[config.mk]
export PLATFORM = sky130hd
export DESIGN_NAME = hhmm_countdown_core
export DESIGN_NICKNAME = d
export VERILOG_FILES = /design/src/rtl/timer_pkg.sv /design/src/rtl/bcd_field_dec.sv /design/src/rtl/hhmm_countdown_core.sv
export SDC_FILE = /design/constraint.sdc
export NUM_CORES = 1
export LEC_CHECK = 0
export ABC_AREA = 0
export BUFFER_PORTS_ARGS = -buffer_cell sky130_fd_sc_hd__buf_2
export CORE_MARGIN = 1.5
export CORE_UTILIZATION = 58
export CTS_CLUSTER_DIAMETER = 40
export CTS_CLUSTER_SIZE = 10
export DETAILED_ROUTE_END_ITERATION = 8
export PLACE_DENSITY = 0.8
export SLEW_MARGIN = 20
export SYNTH_ARGS = -nofsm -noshare
export SYNTH_HDL_FRONTEND = slang
export SYNTH_SLANG_ARGS = --single-unit
[constraint.sdc]
create_clock -name clk -period 3 [get_ports clk]
set_input_delay 0.15 -clock clk [delete_from_list [all_inputs] [get_ports clk]]
set_output_delay 0.15 -clock clk [all_outputs]
set_load 0.03 [all_outputs]
[src/rtl/timer_pkg.sv]
// Shared types and constants for the HH:MM countdown timer.
// Latency: n/a (types, constants and a pure combinational helper).
// Backpressure: n/a.
package timer_pkg;

    typedef enum logic [2:0] {
        ST_IDLE  = 3'd0,
        ST_SET   = 3'd1,
        ST_RUN   = 3'd2,
        ST_PAUSE = 3'd3,
        ST_DONE  = 3'd4
    } state_e;

    typedef logic [3:0] bcd_t;

    typedef struct packed {
        bcd_t ten_h;
        bcd_t one_h;
        bcd_t ten_m;
        bcd_t one_m;
    } hhmm_t;

    // Minutes always run 00..59.
    localparam bcd_t MIN_MAX_TENS = 4'd5;
    localparam bcd_t MIN_MAX_ONES = 4'd9;

    localparam logic [15:0] LED_OFF   = 16'h0000;
    localparam logic [15:0] LED_RUN   = 16'h0001;
    localparam logic [15:0] LED_PAUSE = 16'h0002;
    localparam logic [15:0] LED_DONE  = 16'hFFFF;

    // Two-digit BCD increment that wraps to 00 after {max_tens,max_ones}.
    // Returns {tens, ones}.
    function automatic logic [7:0] bcd_inc_wrap(input bcd_t tens,
                                                 input bcd_t ones,
                                                 input bcd_t max_tens,
                                                 input bcd_t max_ones);
        logic [7:0] res;
        if (tens == max_tens && ones == max_ones) begin
            res = 8'h00;
        end else if (ones == 4'd9) begin
            res = {tens + 4'd1, 4'd0};
        end else begin
            res = {tens, ones + 4'd1};
        end
        return res;
    endfunction

endpackage

[src/rtl/bcd_field_dec.sv]
// Two-digit BCD decrement with borrow-in/borrow-out; 00 wraps to {WRAP_TENS,WRAP_ONES}.
// Latency: purely combinational, zero cycles.
// Backpressure: none; output follows input immediately.
module bcd_field_dec
    import timer_pkg::*;
#(
    parameter bcd_t WRAP_TENS = 4'd5,
    parameter bcd_t WRAP_ONES = 4'd9
) (
    input  bcd_t tens_i,
    input  bcd_t ones_i,
    input  logic borrow_i,
    output bcd_t tens_o,
    output bcd_t ones_o,
    output logic borrow_o
);

    // Decrement by one when a borrow arrives; pass through otherwise.
    always_comb begin
        tens_o   = tens_i;
        ones_o   = ones_i;
        borrow_o = 1'b0;
        if (borrow_i) begin
            if (tens_i == 4'd0 && ones_i == 4'd0) begin
                tens_o   = WRAP_TENS;
                ones_o   = WRAP_ONES;
                borrow_o = 1'b1;
            end else if (ones_i == 4'd0) begin
                ones_o = 4'd9;
                tens_o = tens_i - 4'd1;
            end else begin
                ones_o = ones_i - 4'd1;
            end
        end
    end

endmodule

[src/rtl/hhmm_countdown_core.sv]
// BCD HH:MM countdown engine: owns preset, live count, run/pause/expiry FSM.
// Latency: every input event shows on the registered outputs one cycle later.
// Backpressure: none; pulses are consumed in the cycle they arrive.
// Optional feature: define HHMM_COUNTDOWN_FLASH_EN to make the DONE LEDs toggle on each tick.
module hhmm_countdown_core
    import timer_pkg::*;
#(
    parameter int MAX_HOUR = 23
) (
    input  logic        clk,
    input  logic        rst,
    input  logic        tick,
    input  logic        setting,
    input  logic        set_min,
    input  logic        set_hour,
    input  logic        start,
    input  logic        pause,
    output logic [3:0]  one_m,
    output logic [3:0]  ten_m,
    output logic [3:0]  one_h,
    output logic [3:0]  ten_h,
    output logic        running,
    output logic        done,
    output logic [15:0] led
);

    localparam bcd_t MAXH_TENS = bcd_t'(MAX_HOUR / 10);
    localparam bcd_t MAXH_ONES = bcd_t'(MAX_HOUR % 10);

    state_e      state_q, state_d;
    hhmm_t       preset_q, preset_d;
    hhmm_t       count_q, count_d;
    logic        running_q, running_d;
    logic        done_q, done_d;
    logic [15:0] led_q, led_d;

`ifdef HHMM_COUNTDOWN_FLASH_EN
    logic        flash_q, flash_d;
`endif

    bcd_t dec_ten_m, dec_one_m, dec_ten_h, dec_one_h;
    logic min_borrow, hour_borrow;
    logic [7:0] min_inc, hour_inc;
    logic dec_zero;

    bcd_field_dec #(
        .WRAP_TENS (MIN_MAX_TENS),
        .WRAP_ONES (MIN_MAX_ONES)
    ) u_dec_min (
        .tens_i   (count_q.ten_m),
        .ones_i   (count_q.one_m),
        .borrow_i (tick),
        .tens_o   (dec_ten_m),
        .ones_o   (dec_one_m),
        .borrow_o (min_borrow)
    );

    bcd_field_dec #(
        .WRAP_TENS (MAXH_TENS),
        .WRAP_ONES (MAXH_ONES)
    ) u_dec_hour (
        .tens_i   (count_q.ten_h),
        .ones_i   (count_q.one_h),
        .borrow_i (min_borrow),
        .tens_o   (dec_ten_h),
        .ones_o   (dec_one_h),
        .borrow_o (hour_borrow)
    );

    assign min_inc  = bcd_inc_wrap(preset_q.ten_m, preset_q.one_m, MIN_MAX_TENS, MIN_MAX_ONES);
    assign hour_inc = bcd_inc_wrap(preset_q.ten_h, preset_q.one_h, MAXH_TENS, MAXH_ONES);
    assign dec_zero = (dec_ten_h == 4'd0) && (dec_one_h == 4'd0) &&
                      (dec_ten_m == 4'd0) && (dec_one_m == 4'd0);

    // Next-state, preset/count update and registered-output decode.
    always_comb begin
        state_d  = state_q;
        preset_d = preset_q;
        count_d  = count_q;
`ifdef HHMM_COUNTDOWN_FLASH_EN
        flash_d  = flash_q;
`endif
        if (setting) begin
            // Setting wins over everything; increments only apply once already in SET.
            state_d = ST_SET;
            if (state_q == ST_SET) begin
                if (set_min)  {preset_d.ten_m, preset_d.one_m} = min_inc;
                if (set_hour) {preset_d.ten_h, preset_d.one_h} = hour_inc;
            end
            count_d = preset_d;
        end else begin
            case (state_q)
                ST_SET: state_d = ST_IDLE;
                ST_IDLE: begin
                    if (start && count_q != '0) state_d = ST_RUN;
                end
                ST_RUN: begin
                    if (tick) begin
                        count_d = hhmm_t'({dec_ten_h, dec_one_h, dec_ten_m, dec_one_m});
                    end
                    // An hour borrow means the count was already 00:00: treat as expiry.
                    if (tick && (dec_zero || hour_borrow)) begin
                        count_d = '0;
                        state_d = ST_DONE;
                    end else if (pause) begin
                        state_d = ST_PAUSE;
                    end
                end
                ST_PAUSE: begin
                    if (start || pause) state_d = ST_RUN;
                end
                ST_DONE: begin
                    count_d = '0;
                    if (start) begin
                        count_d = preset_q;
                        state_d = ST_IDLE;
                    end
                end
                default: state_d = ST_IDLE;
            endcase
        end

`ifdef HHMM_COUNTDOWN_FLASH_EN
        if (state_d == ST_DONE) begin
            if (state_q != ST_DONE) flash_d = 1'b1;
            else if (tick)          flash_d = ~flash_q;
        end
`endif

        running_d = (state_d == ST_RUN);
        done_d    = (state_d == ST_DONE);
        case (state_d)
            ST_RUN:   led_d = LED_RUN;
            ST_PAUSE: led_d = LED_PAUSE;
`ifdef HHMM_COUNTDOWN_FLASH_EN
            ST_DONE:  led_d = flash_d ? LED_DONE : LED_OFF;
`else
            ST_DONE:  led_d = LED_DONE;
`endif
            default:  led_d = LED_OFF;
        endcase
    end

    // State, preset, count and output registers with synchronous reset.
    always_ff @(posedge clk) begin
        if (rst) begin
            state_q   <= ST_IDLE;
            preset_q  <= '0;
            count_q   <= '0;
            running_q <= 1'b0;
            done_q    <= 1'b0;
            led_q     <= LED_OFF;
        end else begin
            state_q   <= state_d;
            preset_q  <= preset_d;
            count_q   <= count_d;
            running_q <= running_d;
            done_q    <= done_d;
            led_q     <= led_d;
        end
    end

`ifdef HHMM_COUNTDOWN_FLASH_EN
    // DONE flash phase; set on DONE entry, toggled by ticks while expired.
    always_ff @(posedge clk) begin
        if (rst) flash_q <= 1'b0;
        else     flash_q <= flash_d;
    end
`endif

    assign one_m   = count_q.one_m;
    assign ten_m   = count_q.ten_m;
    assign one_h   = count_q.one_h;
    assign ten_h   = count_q.ten_h;
    assign running = running_q;
    assign done    = done_q;
    assign led     = led_q;

endmodule
==> results of run 1 <==
==> cell families after synthesis <==
kind of cell | Yosys count | synth area share
XOR/XNOR | 2 | 0.00611
buffers and inverters | 47 | 0.0882
adder cells (fa/ha/maj) | 14 | 0.0611
AO/OA/AOI/OAI | 97 | 0.240
flip-flops | 39 | 0.272
AND/OR/NAND/NOR | 165 | 0.302
multiplexers | 8 | 0.0301
==> timing repair <==
| action | 4_1_cts | 5_1_grt |
|---|---|---|
| hold buffers | 0 | 0 |
| buffers inserted | 0 | 2 |
| setup endpoints to repair | 0 | 7 |
==> routing by layer <==
metal	routed length [um]	share of wire
met2	2970	0.43
met5	0	0
met3	502	0.073
met1	3320	0.48
met4	76	0.011
==> critical path: cells and delay by family, from the launching register on <==
| family | cells | cell delay [ps] |
|---|---|---|
| buffers and inverters | 1 | 130 |
| AND/OR/NAND/NOR | 3 | 760 |
| AO/OA/AOI/OAI | 4 | 1170 |
| adder cells (fa/ha/maj) | 1 | 240 |
| flip-flops | 1 | 350 |
==> power groups by stage <==
| stage | combinational (mW) | sequential [mW] | clock [mW] |
|---|---|---|---|
| after CTS | 0.323 | 0.573 | 0.362 |
| final | 0.331 | 0.574 | 0.357 |
| after floorplan | 0.221 | 0.612 | 0 |
| after detailed placement | 0.322 | 0.585 | 0 |
| after global routing | 0.361 | 0.579 | 0.380 |
| after global placement | 0.318 | 0.584 | 0 |
==> registers in the layout, summed over array words and instances, names as in the netlist <==
signal	count
preset_q	16
one_h	4
one_m	4
ten_h	4
ten_m	4
led	3
state_q	3
running	1
==> metrics by stage <==
stage / total power, mW / area, um^2 / utilization / std cells / setup WS [ps]
2_1_floorplan: 0.833 / 2870 / - / 372 / 374
3_3_place_gp: 0.902 / 3000 / 0.632 / 454 / 308
3_5_place_dp: 0.907 / 3000 / 0.632 / 454 / 220
4_1_cts: 1.26 / 3090 / 0.649 / 462 / 212
5_1_grt: 1.32 / 3100 / 0.652 / 464 / 17.3
6_report: 1.26 / 3100 / 0.652 / 464 / 261
==> worst min path at each step <==
stage | slack (ps) | from | to
floorplan | 350 | start | state_q[2]$_SDFF_PP0_
global placement | 500 | preset_q[3]$_SDFFE_PP0P_ | preset_q[3]$_SDFFE_PP0P_
detailed placement | 510 | preset_q[7]$_SDFFE_PP0P_ | preset_q[7]$_SDFFE_PP0P_
CTS | 230 | start | state_q[2]$_SDFF_PP0_
global route | 260 | start | state_q[2]$_SDFF_PP0_
finish | 240 | start | state_q[2]$_SDFF_PP0_
==> cell usage in the layout (no fill, tap or decap), types with 2 or more instances in the layout <==
cell and instances:
nand2_1 40, and3_1 3, nand4b_1 3, o21bai_1 2, a311oi_1 4, o2111ai_1 3, clkbuf_8 5, a221oi_1 8
a21oi_1 27, dfxtp_1 39, ha_1 14, a21o_1 3, nand2b_1 6, or3_1 3, mux2_2 5, nor3_1 16
buf_4 8, mux2i_1 3, inv_1 14, nand4_1 5, nor2_1 51, nor4b_1 2, o21ai_0 17, and2b_1 2
a31oi_1 6, and4b_1 2, a211oi_1 12, nand3_1 15, nor2b_1 2, clkinv_2 3, buf_2 41
==> layout make-up <==
type	count	area (um^2)
inverter	15	56.3
sequential	39	781
timing repair buffer	49	265
multi-input combinational	286	1830
fill	454	1650
clock buffer	5	68.8
tap	67	83.8
clock inverter	3	15.0
==> reports/results.ini, run 1 <==
[status]
outcome = completed

[clock_network]
ctsResizeCount = 0
clockRootBuffer = clkbuf_8
h-tree-depth = 2
insertion_delay_ps = 300
clock_sinks = 39
clkTransAtPathRegs_ps = 80
cts_tree = yes
cts_made_buffers = 5
clk_path_buf_depth = 2

[placement]
post-dp-hpwl_um = 5000
gp_congestion = 0.904
io_buffers = 41

[synthesis]
async_flop_share = 0
ys_warn_count = 0
yosysUniqueCellTypes = 65
ys_ff_latch = 39
synth.avg_cell_area_um2 = 7.70
yosysTopAreaCell = dfxtp_1
synth_area_leaders = dfxtp_1, nor2_1, ha_1
synth_most_common_cell = nor2_1
ys_top_cells_by_count = nor2_1, nand2_1, dfxtp_1, a21oi_1, o21ai_0
synth_ff_type = dfxtp_1
synth_nets = 394
ys_seq_area_frac = 0.272
synthDominantCellAreaShare = 0.272
synth.cell_area_um2 = 2870
synth_edf_count = 0
synth_cells = 372

[timing]
clock.fmax_mhz = 365
rsz0062_at_grt = no
fin_skew_ps = 6.04
relSlewSlack = 0.455
fin_hold_ws_ps = 239
tns_ps = 0
setup_viol_count_final = 0
slew_violations = 0
worst_slew_pin_slew_ps = 814
finalCriticalPeriod_ps = 2740
finalHoldViolCount = 0
fin_crit_sh = 0.913

[power]
combPwrFrac = 0.262
switching_share = 0.350
p_int_uw = 821
clock_power_share = 0.283
power_density_nw_per_um2 = 407
power.leakage_nw = 1.28
p_sw_uw = 441
vdd_drop_max_mv = 0.216
power_frac_seq = 0.455

[global_route]
grt_pass1_vias = 2378
grt_util_met3 = 0.0576
grt_use_total = 0.266
grt_use_met2 = 0.408
antenna_found_initial = 0
globalRouteOverflowTotal = 0
top_usage_layer = met2
grt_max_degree = 36
met1_usage = 0.376
grt_pass1_wl_um = 11200

[floorplanning]
core-area_um2 = 4750
die_h_um = 73.3
num_rows = 25
start_util = 0.603
io_pins = 42
die_w_um = 73.3
dieArea_um2 = 5370

[setup_path]
path_cells = inv_1 -> ha_1 -> nor3b_4 -> nand2_1 -> a32oi_1 -> nor4_4 -> a21oi_4 -> o2111ai_1 -> a221oi_1
r2r_end = one_m[0]$_SDFFE_PP0P_
crit_path_start_kind = register
worst-r2r-setup-slack_ps = 260
end_kind = register
reg2reg_depth = 9
crit_arrival_ps = 2950
criticalPathCategory = reg -> reg
cpMaxStageDelayCell = nor3b_4
cp-endpoint = one_m[0]$_SDFFE_PP0P_
crit_required_ps = 3210
cpPeakStageDelay_ps = 440
startpoint = ten_m[0]$_SDFFE_PP0P_
crit_path_max_fanout = 10
timing.rr.start = ten_m[0]$_SDFFE_PP0P_

[route]
wl_per_cell_um = 14.8
via_per_inst = 6.05
drc = 0
first_pass_iters = 5
ant_nets = 0
drt_iter0_drc = 302
vias = 2807
wl_um = 6870

[run]
drv_cap = 0

[worst_hold_path]
min_path_cells = 4
min_path_type = in -> reg

[layout]
drive_gt1_frac = 0.186
diodes = 0
area_growth_pct = 8.25
nets = 418

No activity file was read; power rests on OpenSTA's default activity.
==> run 2, diff against run 1 <==
- CORE_MARGIN: 1.5 -> 10
==> reports/results.ini, run 2 (same netlist as run 1, synthesis figures left out) <==
[clock_network]
insertion_delay_ps = 300
clk_path_buf_depth = 2
clock_sinks = 39
post_cts_buffers = 0
cts_made_buffers = 5
hold_buffers = 0
cts_tree = yes
h-tree-depth = 2
clkTransAtPathRegs_ps = 80
ctsResizeCount = 0
clockRootBuffer = clkbuf_8

[setup_path]
critPathTopFamily = simple AND/OR/NAND/NOR gates
end_kind = register
criticalPathCategory = reg -> reg
critPathMostFrequentCell = inv_1
crit_path_start_kind = register
crit_required_ps = 3180
reg2reg_depth = 10
crit_path_max_fanout = 9
timing.critical_path.buf_inv = 2
path_cells = inv_1 -> ha_1 -> nor4bb_4 -> and3_1 -> mux2_2 -> nor3_2 -> a31oi_1 -> a21oi_1 -> inv_1 -> a21o_1
cpMaxStageDelayCell = nor4bb_4
cpPeakStageDelay_ps = 430
path_depth = 10
crit_arrival_ps = 2940

[timing]
fin_skew_ps = 12.4
finalCriticalPeriod_ps = 2760
clock.fmax_mhz = 363
setup_viol_count_final = 0
slew_violations = 0
tns_ps = 0
rsz0062_at_grt = no
relSlewSlack = 0.427
finalHoldViolCount = 0
fin_crit_sh = 0.919
worst_slew_pin_slew_ps = 856
fin_hold_ws_ps = 226
fin_ws_ps = 242

[layout]
instances_no_fill = 461
postLayoutCellArea_um2 = 3110
drive_gt1_frac = 0.180
mostFrequentLayoutCells = nor2_1, buf_2, nand2_1, dfxtp_1, a21oi_1
layout_commonest_cell = nor2_1
area_growth_pct = 8.52
largest_reg_flops = 16
top_register = preset_q
diodes = 0
fin_util = 0.654
nets = 415

[floorplanning]
dieArea_um2 = 8150
core-area_um2 = 4750
start_util = 0.603
die_h_um = 90.3
num_rows = 25
io_pins = 42
die_w_um = 90.3

[route]
drt_iter0_drc = 203
first_pass_iters = 5
ant_nets = 0
via_per_inst = 6.14
drc = 0
wl_um = 7350
vias = 2832
wl_per_cell_um = 15.9

[worst_hold_path]
min_path_type = in -> reg
min_path_cells = 4

[global_route]
antenna_found_initial = 0
grt_pass1_wl_um = 12400
grt_use_total = 0.175
grt_max_degree = 34
globalRouteOverflowTotal = 0
grt_pass1_vias = 2644

[power]
vdd_drop_max_mv = 0.259
power.leakage_nw = 1.27
power_density_nw_per_um2 = 420
report.power.total_mw = 1.31

[status]
outcome = completed

[run]
drv_cap = 0

[placement]
io_buffers = 41
post-dp-hpwl_um = 5340
dp_slack_ps = 215
gp_congestion = 0.945
place_area_um2 = 3000
dpl.cell_count = 453

-- run 2: cell count changes in the layout (fill, tap and decap cells not counted), sizes merged --
cell	change
buf	-3
clkbuf	+3
clkinv	-3
-- run 2: report_power, final --
part / total (mW) / switching, mW / leakage, nW / internal (mW)
clock network: 0.398 / 0.188 / 0.0515 / 0.210
logic: 0.334 / 0.212 / 0.902 / 0.122
registers: 0.575 / 0.0353 / 0.318 / 0.539
total: 1.31 / 0.435 / 1.27 / 0.871
-- run 2: worst paths after layout --
check	to	slack (ps)	from
max	led[0]$_SDFF_PP0_	240	one_m[0]$_SDFFE_PP0P_
min	state_q[2]$_SDFF_PP0_	230	start
max reg2reg	led[0]$_SDFF_PP0_	240	one_m[0]$_SDFFE_PP0P_
min reg2reg	preset_q[3]$_SDFFE_PP0P_	530	preset_q[3]$_SDFFE_PP0P_
-- run 2: cell type report --
type	instances	area, um^2
clock buffers	8	100
fillers	429	1650
inverters	15	56.3
multi-input cells	286	1850
flip-flops and latches	39	781
well taps	67	83.8
repair buffers	46	243
-- run 2: layer usage --
| metal | vias up | global-route usage | wire length [um] |
|---|---|---|---|
| li1 | 1384 | - | - |
| met1 | 1325 | 0.239 | 3580 |
| met2 | 114 | 0.258 | 3130 |
| met3 | 9 | 0.0499 | 565 |
| met4 | 0 | 0.0531 | 74 |
| met5 | - | 0 | 0 |
-- run 2: tightest hold or removal path, delay by kind of cell --
kind                   cells  cell delay [ps]
and+or+nand+nor            2              120
AOI/OAI and AO/OA          1               70
buffers and inverters      1              120
==> run 3, diff against run 2 <==
==> constraint.sdc (replaced) <==
create_clock -name clk -period 3 [get_ports clk]
set_input_delay 0.45 -clock clk [delete_from_list [all_inputs] [get_ports clk]]
set_output_delay 0.45 -clock clk [all_outputs]
set_load 0.03 [all_outputs]
==> reports/results.ini, run 3 (same netlist as run 1, synthesis figures left out) <==
[status]
outcome = completed

[run]
drv_cap = 0

[route]
ant_nets = 0
drc = 0
wl_um = 7540
drt_iter0_drc = 264
wl_per_cell_um = 16.1
vias = 2867
via_per_inst = 6.14
first_pass_iters = 5

[timing]
fin_crit_sh = 0.934
finalCriticalPeriod_ps = 2800
tns_ps = 0
worst_slew_pin_slew_ps = 828
relSlewSlack = 0.446
setup_viol_count_final = 0
fin_hold_ws_ps = 520
rsz0062_at_grt = no
fin_skew_ps = 8.31
finalHoldViolCount = 0
slew_violations = 0
clock.fmax_mhz = 357

[setup_path]
criticalPathCategory = reg -> reg
crit_path_max_fanout = 10
crit_arrival_ps = 2990
crit_path_start_kind = register
end_kind = register
crit_required_ps = 3190

[clock_network]
cts_tree = yes
insertion_delay_ps = 290
clkTransAtPathRegs_ps = 80
hold_buffers = 0
clock_sinks = 39
h-tree-depth = 2
clk_path_buf_depth = 2
clockRootBuffer = clkbuf_8
cts_made_buffers = 5

[layout]
area_growth_pct = 9.30
seq_area_um2 = 781
postLayoutCellArea_um2 = 3130
layout_commonest_cell = nor2_1
largest_reg_flops = 16
top_register = preset_q
multiInputGateArea_um2 = 1840
mostFrequentLayoutCells = nor2_1, buf_2, nand2_1, dfxtp_1, a21oi_1
drive_gt1_frac = 0.195
nets = 421
diodes = 0
num-fill-cells = 425

[placement]
gp_congestion = 0.950
post-dp-hpwl_um = 5590
io_buffers = 41
place_area_um2 = 3030

[floorplanning]
start_util = 0.603
io_pins = 42
dieArea_um2 = 8150
die_h_um = 90.3
num_rows = 25
core-area_um2 = 4750
die_w_um = 90.3

[power]
p_int_uw = 824
p_sw_uw = 441
clock_power_share = 0.275
power_frac_seq = 0.454
combPwrFrac = 0.271
report.power.total_mw = 1.27
power.leakage_nw = 1.30
power_density_nw_per_um2 = 404
switching_share = 0.349
vdd_drop_max_mv = 0.209

[global_route]
globalRouteOverflowTotal = 0
grt_pass1_vias = 2658
grt_use_total = 0.175
grt_max_degree = 34
grt_pass1_wl_um = 12500
antenna_found_initial = 0

[worst_hold_path]
min_path_type = reg -> reg

## run 3: cell count changes in the layout (fill, tap and decap cells not counted), sizes merged
cell    delta
buf        +6
clkinv     +3
clkbuf     -3
## run 3: repair_timing
item / 4_1_cts / 5_1_grt
buffers inserted: 0 / 2
setup endpoints to repair: 0 / 10
resized for setup: 0 / 1
## run 3: stage by stage
stage | cells | worst slack, ps | utilization
after floorplan | 372 | 374 | -
after global placement | 457 | 318 | 0.636
after detailed placement | 457 | 141 | 0.636
after CTS | 465 | 139 | 0.654
after global routing | 467 | 14.7 | 0.659
final | 467 | 198 | 0.659
## run 3: area by class of cell
type                       count  area share
multi-input combinational    286       0.587
clock inverter                 3     0.00479
inverter                      15      0.0180
tap                           67      0.0268
clock buffer                   5      0.0220
sequential                    39       0.249
timing repair buffer          52      0.0919
## run 3: power groups by stage
stage / sequential, mW / combinational, mW / clock [mW]
finish: 0.574 / 0.343 / 0.348
global route: 0.579 / 0.374 / 0.379
CTS: 0.573 / 0.331 / 0.363
detailed placement: 0.585 / 0.330 / 0
global placement: 0.584 / 0.323 / 0
floorplan: 0.612 / 0.221 / 0
## run 3: per-layer routing
| metal | track usage | share of wire | vias up | wire (um) |
|---|---|---|---|---|
| met5 | 0 | 0 | - | 0 |
| met4 | 0.0424 | 0.0076 | 0 | 57 |
| met3 | 0.0474 | 0.074 | 6 | 558 |
| met2 | 0.268 | 0.43 | 128 | 3230 |
| met1 | 0.237 | 0.49 | 1339 | 3690 |
| li1 | - | - | 1394 | - |
## run 3: worst max-delay path: stages (launching register included)
cell	delay, ps
dfxtp_1	350
inv_1	140
ha_1	250
nor3b_4	420
and3_1	260
mux2_2	370
nor3_2	240
a31oi_1	140
a21oi_1	260
inv_1	110
a21o_1	160
## run 3: path summary, 6_finish.rpt
path,slack (ps),endpoint,cells after the start,start
min reg2reg,520,preset_q[3]$_SDFFE_PP0P_,2,preset_q[3]$_SDFFE_PP0P_
min,520,preset_q[3]$_SDFFE_PP0P_,2,preset_q[3]$_SDFFE_PP0P_
max,200,led[0]$_SDFF_PP0_,10,ten_m[0]$_SDFFE_PP0P_
max reg2reg,200,led[0]$_SDFF_PP0_,10,ten_m[0]$_SDFFE_PP0P_
